`src/rtl/pic8259_pkg.sv`:
```
// Shared definitions for the 8259 interrupt acknowledge / ISR sequencing logic:
// acknowledge FSM encoding, OCW2 command codes and a one-hot to index helper.
package pic8259_pkg;

   // Acknowledge sequence states (8086-mode two-pulse INTA)
   typedef enum logic [1:0] {
      ST_IDLE = 2'd0,   // waiting for the first INTA fall
      ST_ACK1 = 2'd1,   // first INTA pulse low, request captured
      ST_GAP  = 2'd2,   // between the two INTA pulses
      ST_ACK2 = 2'd3    // second INTA pulse low, vector on the bus
   } ack_state_t;

   // OCW2 {R, SL, EOI} command codes
   localparam logic [2:0] OCW2_ROT_AEOI_CLR = 3'b000;
   localparam logic [2:0] OCW2_NS_EOI       = 3'b001;
   localparam logic [2:0] OCW2_NOP          = 3'b010;
   localparam logic [2:0] OCW2_SP_EOI       = 3'b011;
   localparam logic [2:0] OCW2_ROT_AEOI_SET = 3'b100;
   localparam logic [2:0] OCW2_ROT_NS_EOI   = 3'b101;
   localparam logic [2:0] OCW2_SET_PRI      = 3'b110;
   localparam logic [2:0] OCW2_ROT_SP_EOI   = 3'b111;

   // Lowest priority level after reset: IR7, which makes IR0 the highest
   localparam logic [2:0] ROTATE_RESET = 3'd7;

   // One-hot level to index; a zero (or malformed) input yields 0 and the
   // caller decides whether the result is meaningful.
   function automatic logic [2:0] onehot_to_index(input logic [7:0] onehot);
      logic [2:0] idx;
      idx = 3'd0;
      case (onehot)
         8'h01:   idx = 3'd0;
         8'h02:   idx = 3'd1;
         8'h04:   idx = 3'd2;
         8'h08:   idx = 3'd3;
         8'h10:   idx = 3'd4;
         8'h20:   idx = 3'd5;
         8'h40:   idx = 3'd6;
         8'h80:   idx = 3'd7;
         default: idx = 3'd0;
      endcase
      return idx;
   endfunction

endpackage

```
`src/rtl/ocw2_decoder.sv`:
```
// Combinational OCW2 command decoder: turns the {R, SL, EOI, L} fields into an
// ISR clear mask, an optional new lowest-priority level and the AEOI-rotate
// mode set/clear requests. The caller gates everything with the write strobe.
module ocw2_decoder
   import pic8259_pkg::*;
(
   input  logic [7:0] ocw2_data,
   input  logic [7:0] highest,
   output logic [7:0] eom,
   output logic       rotate_valid,
   output logic [2:0] rotate_value,
   output logic       aeoi_set,
   output logic       aeoi_clr
);

   logic [2:0] command_s;
   logic [2:0] level_s;
   logic [7:0] level_mask_s;
   logic       unused_bits_s;

   assign command_s     = ocw2_data[7:5];
   assign level_s       = ocw2_data[2:0];
   assign level_mask_s  = 8'h01 << level_s;
   // Bits 4:3 select OCW2 vs OCW3/ICW1 upstream and carry no meaning here
   assign unused_bits_s = &{1'b0, ocw2_data[4:3]};

   // Decode the command field into mask / rotate / mode results
   always_comb begin
      eom          = 8'h00;
      rotate_valid = 1'b0;
      rotate_value = 3'd0;
      aeoi_set     = 1'b0;
      aeoi_clr     = 1'b0;
      case (command_s)
         OCW2_NS_EOI: begin
            eom = highest;
         end
         OCW2_SP_EOI: begin
            eom = level_mask_s;
         end
         OCW2_ROT_NS_EOI: begin
            eom = highest;
            // Nothing in service means there is no level to rotate to
            rotate_valid = (highest != 8'h00);
            rotate_value = onehot_to_index(highest);
         end
         OCW2_ROT_SP_EOI: begin
            eom          = level_mask_s;
            rotate_valid = 1'b1;
            rotate_value = level_s;
         end
         OCW2_SET_PRI: begin
            rotate_valid = 1'b1;
            rotate_value = level_s;
         end
         OCW2_ROT_AEOI_SET: begin
            aeoi_set = 1'b1;
         end
         OCW2_ROT_AEOI_CLR: begin
            aeoi_clr = 1'b1;
         end
         OCW2_NOP: begin
            eom = 8'h00;
         end
         default: begin
            eom = 8'h00;
         end
      endcase
   end

endmodule

```
`src/rtl/interrupt_ack_sequencer.sv`:
```
// 8259 ISR datapath sequencer: runs the 8086-mode two-pulse INTA handshake,
// strobes the ISR latch, drives the vector byte, and merges OCW2 and
// automatic EOI into end_of_interrupt / priority_rotate. All outputs are
// registered and appear one cycle after the sample that causes them.
module interrupt_ack_sequencer
   import pic8259_pkg::*;
#(
   parameter int INT_LEVELS     = 8,
   parameter int SPURIOUS_LEVEL = 7
)(
   input  logic                  clock,
   input  logic                  reset,
   input  logic                  inta_n,
   input  logic [INT_LEVELS-1:0] interrupt,
   input  logic [INT_LEVELS-1:0] highest_level_in_service,
   input  logic                  ocw2_write,
   input  logic [7:0]            ocw2_data,
   input  logic                  auto_eoi_config,
   input  logic [4:0]            vector_base,
   output logic                  latch_in_service,
   output logic [INT_LEVELS-1:0] in_service_interrupt,
   output logic [INT_LEVELS-1:0] end_of_interrupt,
   output logic [2:0]            priority_rotate,
   output logic                  freeze,
   output logic                  vector_oe,
   output logic [7:0]            vector_data
);

   localparam logic [INT_LEVELS-1:0] LEVEL_NONE    = {INT_LEVELS{1'b0}};
   localparam logic [INT_LEVELS-1:0] SPURIOUS_MASK =
      {{(INT_LEVELS-1){1'b0}}, 1'b1} << SPURIOUS_LEVEL;

   // INTA edge detection
   logic inta_prev_r;
   logic fall_s;
   logic rise_s;

   // FSM and captured request
   ack_state_t            state_r;
   ack_state_t            state_nx_s;
   logic [INT_LEVELS-1:0] acked_r;
   logic [INT_LEVELS-1:0] acked_nx_s;
   logic                  spurious_r;
   logic                  spurious_nx_s;
   logic                  rotate_in_aeoi_r;
   logic                  rotate_in_aeoi_nx_s;

   // Output registers and their next values
   logic                  latch_r;
   logic                  latch_nx_s;
   logic [INT_LEVELS-1:0] isi_r;
   logic [INT_LEVELS-1:0] isi_nx_s;
   logic [INT_LEVELS-1:0] eoi_r;
   logic [INT_LEVELS-1:0] eoi_nx_s;
   logic [2:0]            rotate_r;
   logic [2:0]            rotate_nx_s;
   logic                  freeze_r;
   logic                  freeze_nx_s;
   logic                  oe_r;
   logic                  oe_nx_s;
   logic [7:0]            vdata_r;
   logic [7:0]            vdata_nx_s;

   // Automatic EOI produced by the end of the second INTA pulse
   logic [INT_LEVELS-1:0] aeoi_mask_s;
   logic                  aeoi_rotate_s;

   // OCW2 decoder results
   logic [7:0] dec_eom_s;
   logic       dec_rotate_valid_s;
   logic [2:0] dec_rotate_value_s;
   logic       dec_aeoi_set_s;
   logic       dec_aeoi_clr_s;
   logic [7:0] ocw2_eom_s;

   assign fall_s = inta_prev_r & ~inta_n;
   assign rise_s = ~inta_prev_r & inta_n;

   ocw2_decoder u_ocw2_decoder (
      .ocw2_data    (ocw2_data),
      .highest      (highest_level_in_service),
      .eom          (dec_eom_s),
      .rotate_valid (dec_rotate_valid_s),
      .rotate_value (dec_rotate_value_s),
      .aeoi_set     (dec_aeoi_set_s),
      .aeoi_clr     (dec_aeoi_clr_s)
   );

   assign ocw2_eom_s = ocw2_write ? dec_eom_s : 8'h00;

   // Previous INTA level; cleared by reset so a strobe already low is ignored
   always_ff @(posedge clock) begin
      if (reset) begin
         inta_prev_r <= 1'b0;
      end else begin
         inta_prev_r <= inta_n;
      end
   end

   // FSM state register
   always_ff @(posedge clock) begin
      if (reset) begin
         state_r <= ST_IDLE;
      end else begin
         state_r <= state_nx_s;
      end
   end

   // FSM next state and handshake-driven output next values
   always_comb begin
      state_nx_s    = state_r;
      acked_nx_s    = acked_r;
      spurious_nx_s = spurious_r;
      latch_nx_s    = 1'b0;
      isi_nx_s      = LEVEL_NONE;
      freeze_nx_s   = freeze_r;
      oe_nx_s       = oe_r;
      vdata_nx_s    = vdata_r;
      aeoi_mask_s   = LEVEL_NONE;
      aeoi_rotate_s = 1'b0;
      case (state_r)
         ST_IDLE: begin
            if (fall_s) begin
               state_nx_s  = ST_ACK1;
               freeze_nx_s = 1'b1;
               if (interrupt != LEVEL_NONE) begin
                  acked_nx_s    = interrupt;
                  spurious_nx_s = 1'b0;
                  latch_nx_s    = 1'b1;
                  isi_nx_s      = interrupt;
               end else begin
                  // Nothing pending: answer with the spurious level, ISR untouched
                  acked_nx_s    = SPURIOUS_MASK;
                  spurious_nx_s = 1'b1;
               end
            end else begin
               state_nx_s = ST_IDLE;
            end
         end
         ST_ACK1: begin
            if (rise_s) begin
               state_nx_s = ST_GAP;
            end else begin
               state_nx_s = ST_ACK1;
            end
         end
         ST_GAP: begin
            if (fall_s) begin
               state_nx_s = ST_ACK2;
               oe_nx_s    = 1'b1;
               vdata_nx_s = {vector_base, onehot_to_index(acked_r)};
            end else begin
               state_nx_s = ST_GAP;
            end
         end
         ST_ACK2: begin
            if (rise_s) begin
               state_nx_s  = ST_IDLE;
               oe_nx_s     = 1'b0;
               freeze_nx_s = 1'b0;
               vdata_nx_s  = 8'h00;
               if (auto_eoi_config && !spurious_r) begin
                  aeoi_mask_s   = acked_r;
                  aeoi_rotate_s = rotate_in_aeoi_r;
               end else begin
                  aeoi_mask_s   = LEVEL_NONE;
                  aeoi_rotate_s = 1'b0;
               end
            end else begin
               state_nx_s = ST_ACK2;
            end
         end
         default: begin
            state_nx_s  = ST_IDLE;
            oe_nx_s     = 1'b0;
            freeze_nx_s = 1'b0;
            vdata_nx_s  = 8'h00;
         end
      endcase
   end

   // Merge OCW2 and automatic EOI; an explicit OCW2 rotate takes precedence
   always_comb begin
      eoi_nx_s = ocw2_eom_s | aeoi_mask_s;
      if (ocw2_write && dec_rotate_valid_s) begin
         rotate_nx_s = dec_rotate_value_s;
      end else if (aeoi_rotate_s) begin
         rotate_nx_s = onehot_to_index(acked_r);
      end else begin
         rotate_nx_s = rotate_r;
      end
      if (ocw2_write && dec_aeoi_set_s) begin
         rotate_in_aeoi_nx_s = 1'b1;
      end else if (ocw2_write && dec_aeoi_clr_s) begin
         rotate_in_aeoi_nx_s = 1'b0;
      end else begin
         rotate_in_aeoi_nx_s = rotate_in_aeoi_r;
      end
   end

   // Captured request and rotate-in-AEOI mode
   always_ff @(posedge clock) begin
      if (reset) begin
         acked_r          <= LEVEL_NONE;
         spurious_r       <= 1'b0;
         rotate_in_aeoi_r <= 1'b0;
      end else begin
         acked_r          <= acked_nx_s;
         spurious_r       <= spurious_nx_s;
         rotate_in_aeoi_r <= rotate_in_aeoi_nx_s;
      end
   end

   // Output registers
   always_ff @(posedge clock) begin
      if (reset) begin
         latch_r  <= 1'b0;
         isi_r    <= LEVEL_NONE;
         eoi_r    <= LEVEL_NONE;
         rotate_r <= ROTATE_RESET;
         freeze_r <= 1'b0;
         oe_r     <= 1'b0;
         vdata_r  <= 8'h00;
      end else begin
         latch_r  <= latch_nx_s;
         isi_r    <= isi_nx_s;
         eoi_r    <= eoi_nx_s;
         rotate_r <= rotate_nx_s;
         freeze_r <= freeze_nx_s;
         oe_r     <= oe_nx_s;
         vdata_r  <= vdata_nx_s;
      end
   end

   assign latch_in_service     = latch_r;
   assign in_service_interrupt = isi_r;
   assign end_of_interrupt     = eoi_r;
   assign priority_rotate      = rotate_r;
   assign freeze               = freeze_r;
   assign vector_oe            = oe_r;
   assign vector_data          = vdata_r;

endmodule

```
`config.mk`:
```
export PLATFORM = sky130hd
export DESIGN_NAME = interrupt_ack_sequencer
export DESIGN_NICKNAME = d
export VERILOG_FILES = /design/src/rtl/pic8259_pkg.sv /design/src/rtl/ocw2_decoder.sv /design/src/rtl/interrupt_ack_sequencer.sv
export SDC_FILE = /design/constraint.sdc
export NUM_CORES = 1
export LEC_CHECK = 0
export CAP_MARGIN = 5
export CORE_MARGIN = 10
export CORE_UTILIZATION = 40
export DETAILED_ROUTE_END_ITERATION = 10
export GPL_TIMING_DRIVEN = 0
export HOLD_SLACK_MARGIN = 0.08
export PLACE_DENSITY_LB_ADDON = 0.3
export SLEW_MARGIN = 40
export SYNTH_ARGS = -nofsm -noshare
export SYNTH_HDL_FRONTEND = slang
export SYNTH_SLANG_ARGS = --single-unit
```
`constraint.sdc`:
```
create_clock -name clock -period 1.4 [get_ports clock]
set_input_delay 0.42 -clock clock [delete_from_list [all_inputs] [get_ports clock]]
set_output_delay 0.42 -clock clock [all_outputs]
set_load 0.005 [all_outputs]
```
After elaboration in Yosys (flattened, before gate mapping) --
Cells that the tools add are included. Widths: inputs -> output; s select.
Word-level totals: bits in registers 43, bits in latches 0, bits in writable memories 0, bits in read-only memories 0, bits of input ports 34, output and inout bits 30, word-level logic and storage cells 101, memories 0
Operators by class: $add $sub $neg 0, multiply operators 0, div/mod/pow operators 0, $lt $le $gt $ge 0, eq/ne operators 26, shifts and indexed selects 1, multiplexer cells 33, bitwise logic cells 8, reduce and logical (&&, ||, !) cells 21
Operator list (number):
- $mux 8 | 7
- $pmux 3 s7 | 2
- $pmux 8 s2 | 2
- $eq 8x2->1 const B | 2
- $eq 8x3->1 const B | 2
- $eq 8x4->1 const B | 2
- $eq 8x5->1 const B | 2
- $eq 8x6->1 const B | 2
- $eq 8x7->1 const B | 2
- $eq 8x8->1 const B | 2
- $reduce_bool 8->1 | 2
- $mux 1 | 13
- $eq 3x3->1 const B | 4
- $or 8x8->8 | 1
- $pmux 2 s4 | 1
- $reduce_bool 2->1 | 4
- $shl 1x3->8 const A | 1
- $mux 3 | 2
- $ne 2x2->1 const B | 3
- $pmux 1 s2 | 3
- $pmux 3 s2 | 1
- $reduce_and 3->1 | 2
- $reduce_or 2->1 | 3
- $not 1->1 | 5
- other kinds (13) | 19

Depth between registers and ports, before layout --
word-level depth 7, gate-level depth with buffers 6

By module --
Synthesis repeated with hierarchy kept, for this count alone.
Unflattened totals: cells, all modules 236, area total of the unflattened synthesis 2004.4 um^2
Modules (own cells, without submodules):
- interrupt_ack_sequencer | instances 1, cells an instance 179, area an instance 1634.1 um^2
- ocw2_decoder | instances 1, cells an instance 57, area an instance 370.4 um^2

Worst setup path after synthesis --
OpenSTA, ideal clock, no wires.
path type input to register, from input ocw2_data[7], to register rotate_r[2], in the netlist priority_rotate[2], data arrival time 1323 ps, setup slack -49 ps, stages 6, buffers on the path 1, cells stage by stage clkbuf_1 > nand4b_1 > a31oi_1 > a31oi_1 > nor4_1 > a21oi_1
On the way: cells in the longest elaborated chain, start to end 5
RTL lines:
- start, declared | line interrupt_ack_sequencer.sv:17 | input logic [7:0] ocw2_data,
- $eq 3x3->1 | line ocw2_decoder.sv:34 | case (command_s)
- $reduce_or 2->1 (no source line)
- $pmux 1 s2 | line ocw2_decoder.sv:34
- $logic_and 1x1->1 | line interrupt_ack_sequencer.sv:185 | if (ocw2_write && dec_rotate_valid_s) begin
- $mux 3 or $reduce_bool 2->1 (tied branches)
- end signal, assigned | line interrupt_ack_sequencer.sv:228 | rotate_r <= rotate_nx_s;
- end, declared | line interrupt_ack_sequencer.sv:55 | logic [2:0] rotate_r;
Several ways; a longest one is shown, not always the timed one. A chain may end at the register's enable or synchronous reset.

Worst setup path after layout --
from input highest_level_in_service[6], to register rotate_r[2], in the netlist priority_rotate[2]
On the way: cells in the longest elaborated chain, start to end 4
RTL lines:
- start, declared | line interrupt_ack_sequencer.sv:15 | input logic [INT_LEVELS-1:0] highest_level_in_service,
- $eq 8x8->1, or another cell as far along | line pic8259_pkg.sv:31 | case (onehot)
- $pmux 3 s7 or $pmux 1 s2 (tied branches) | line pic8259_pkg.sv:31, ocw2_decoder.sv:34
- $pmux 3 s2 or $logic_and 1x1->1 (tied branches) | line ocw2_decoder.sv:34, interrupt_ack_sequencer.sv:185
- $mux 3 or $reduce_bool 2->1 (tied branches)
Several ways; a longest one is shown, not always the timed one.

==> results.sh <==
export IMPL_finalMaxSlewViolations=0
export IMPL_gp_congestion=0.856
export IMPL_p_total_mw=2.56
export IMPL_fp_row_count=25
export IMPL_grt_usage=0.126
export IMPL_io_pins=64
export IMPL_crit_type="input port to flop"
export IMPL_firstDrtPassIters=4
export IMPL_crit_required_ps=1630
export IMPL_finalSetupViolations=2
export IMPL_io_buffers=55
export IMPL_final_util=0.617
export IMPL_h_tree_depth=2
export IMPL_post_drt_wl_per_cell_um=15.1
export IMPL_synthSimpleGateAreaFrac=0.299
export IMPL_seqPwrFrac=0.504
export IMPL_syn_area_per_cell_um2=8.32
export IMPL_syn_to_final_growth_pct=47.9
export IMPL_synth_seq_cells=43
export IMPL_worstMarginPinSlew_ps=437
export IMPL_syn_nets=274
export IMPL_drc=0
export IMPL_grt_max_degree=14
export IMPL_top_usage_layer="met2"
export IMPL_drt_iter0_drc=144
export IMPL_worst_skew_pair_late_latency_ps=300
export IMPL_vias=1942
export IMPL_slew_headroom=0.709
export IMPL_rsz0062_at_grt="yes"
export IMPL_holdBufCountCts=0
export IMPL_fmax_mhz=696
export IMPL_die_area_mm2=0.00822
export IMPL_comb_power_share=0.154
export IMPL_period_minus_slack_ps=1440
export IMPL_netlist_instances=240
export IMPL_power_switching_uw=659
export IMPL_hold_path_class="input port to flop"
export IMPL_place_area_mm2=0.00264
export IMPL_cp_end_kind="flop"
export IMPL_violations="setup timing"
export IMPL_final_cells=378
export IMPL_clock_path_buffers=2
export IMPL_place_inst=362
export IMPL_yosysSeqAreaShare=0.431
export IMPL_ys_flop_type="dfxtp_1"
export IMPL_tritoncts="yes"
export IMPL_mostFrequentLayoutCell="dlygate4sd2_1"
export IMPL_core_region_area_mm2=0.00479
export IMPL_ant_nets=0
export IMPL_die_x_um=90.7
export IMPL_clock_sinks=43
export IMPL_grt_pass1_vias=1815
export IMPL_power_density_mw_per_mm2=867
export IMPL_period_share=1.03
export IMPL_power_internal_mw=1.90
export IMPL_status="finished, violations left"
export IMPL_synthArstFlopShare=0
export IMPL_hold_viol=0
export IMPL_cts_buffers=5
export IMPL_grt_met1_usage=0.141
export IMPL_clkPwrFrac=0.342
export IMPL_worst_slack_ps=-36.5
export IMPL_final_cell_mix="dlygate4sd2_1, dfxtp_1, nand2_1"
export IMPL_synth_edf_count=0
export IMPL_die_height_um=90.7
export IMPL_muxShareOfSynthArea=0.0150
export IMPL_synth_area_mm2=0.00200
export IMPL_synth_compound_area_frac=0.182
export IMPL_drt_wl_total_um=5700
export IMPL_antenna_cells=0
export IMPL_synth_xor_area_frac=0.0263
export IMPL_critPathLaunchType="input port"
export IMPL_grtUsageMet3=0.0574
export IMPL_maxCapViolations=0
export IMPL_start_util=0.417
export IMPL_antenna_found_initial=0
export IMPL_crit_fanout=6
export IMPL_synthAdderAreaFrac=0
export IMPL_use_met2=0.211
export IMPL_netSwitchingFraction=0.257
export IMPL_grt_pass1_wl_um=8690
export IMPL_arrival_ps=1670
export IMPL_ys_types=44
export IMPL_final_area_mm2=0.00295
export IMPL_grt_overflow_total=0
export IMPL_dp_hpwl_um=4150
export IMPL_nets=344
export IMPL_ys_warn_count=0
export IMPL_path_clk_slew_ps=80
export IMPL_p_leak_nw=1.22
export IMPL_clockRootBuffer="clkbuf_8"
export IMPL_ir_worst_vdd_uv=591
export IMPL_synth_top_family_by_area="simple AND/OR/NAND/NOR gates"
export IMPL_clock_skew_ps=12.6
export IMPL_drive_gt1_frac=0.235
export IMPL_viasPerCell=5.14
## routing by layer
metal  wire (um)  share of wire
met4          13         0.0023
met5           0              0
met3         475          0.083
met2        2870           0.50
met1        2350           0.41
## cell families (layout without fill, tap and decap cells)
logic type / count (synthesis) / after routing
muxes: 3 / 3
AOI/OAI and AO/OA: 58 / 58
DFF: 43 / 43
and+or+nand+nor: 109 / 109
xor gates and xnor gates: 6 / 6
buffers and inverters: 21 / 92
## final cells by class
class,count,area (um^2)
Fill cell,427,1830
Inverter,4,15.0
Tap cell,67,83.8
Timing Repair Buffer,66,607
Sequential cell,43,875
Clock buffer,7,96.3
Clock inverter,1,7.51
Multi-Input combinational cell,176,1180
Buffer,14,87.6
## metrics by stage
step	hold slack [ps]	setup WS [ps]	setup TNS (ps)
floorplan	462	11.7	0
global placement	475	-783	-27150
detailed placement	486	-816	-28480
CTS	494	0.583	0
global route	439	-66.2	-521
finish	410	-36.5	-63.7
## power by group through the flow
| stage | Combinational [mW] | Clock, mW | Sequential [mW] |
|---|---|---|---|
| global route | 0.432 | 0.945 | 1.29 |
| global placement | 0.362 | 0 | 1.31 |
| finish | 0.395 | 0.875 | 1.29 |
| floorplan | 0.185 | 0 | 1.31 |
| detailed placement | 0.366 | 0 | 1.31 |
| CTS | 0.356 | 0.896 | 1.29 |
## critical path, cell delays in order
cell and delay (ps):
dlygate4sd2_1 320, or3_1 410, a221oi_2 320, nor4_2 70
a21oi_1 110
## flip-flops by register name, indices dropped and copies added (netlist names)
| register | count |
|---|---|
| end_of_interrupt | 8 |
| freeze | 1 |
| inta_prev_r | 1 |
| vector_data | 8 |
| in_service_interrupt | 8 |
| acked_r | 8 |
| state_r | 2 |
| vector_oe | 1 |
| rotate_in_aeoi_r | 1 |
| priority_rotate | 3 |
| spurious_r | 1 |
| latch_in_service | 1 |
## Yosys cell counts, types with 2 or more instances
| library cell | count | area share |
|---|---|---|
| dfxtp_1 | 43 | 0.43 |
| nand2_1 | 29 | 0.055 |
| nor2_1 | 28 | 0.053 |
| a21oi_1 | 17 | 0.043 |
| o21ai_1 | 11 | 0.028 |
| buf_2 | 10 | 0.025 |
| and2_1 | 9 | 0.028 |
| nor3_1 | 8 | 0.020 |
| nor4_1 | 8 | 0.025 |
| a22oi_1 | 7 | 0.026 |
| nor2b_1 | 6 | 0.019 |
| a32oi_1 | 5 | 0.022 |
| clkbuf_1 | 5 | 0.0094 |
| o21ai_0 | 5 | 0.013 |
| a31oi_1 | 4 | 0.013 |
| xor2_1 | 4 | 0.018 |
| inv_1 | 3 | 0.0056 |
| mux2i_1 | 3 | 0.015 |
| nand2b_1 | 3 | 0.0094 |
| nor4b_1 | 3 | 0.013 |
| a221oi_1 | 2 | 0.0088 |
| buf_1 | 2 | 0.0038 |
| nand3_1 | 2 | 0.0050 |
| nand3b_1 | 2 | 0.0075 |
| xnor2_1 | 2 | 0.0088 |
## worst paths after layout
check                         startpoint                       to  slack [ps]  cells past startpoint
max          highest_level_in_service[6]       priority_rotate[2]         -40                      5
min                         interrupt[3]  in_service_interrupt[3]         410                      2
max reg2reg                  inta_prev_r       priority_rotate[2]          20                      5
min reg2reg               vector_data[4]           vector_data[4]         500                      2
## repair_timing
| item | in CTS | in global routing |
|---|---|---|
| endpoints found under the setup margin | 72 | 23 |
| setup buffers | 4 | 7 |
| cloned | 0 | 0 |
| resized for setup | 70 | 32 |
| pin swaps | 8 | 14 |
| endpoints found under the hold margin | 0 | 0 |
(Power assumes the default switching activity.)
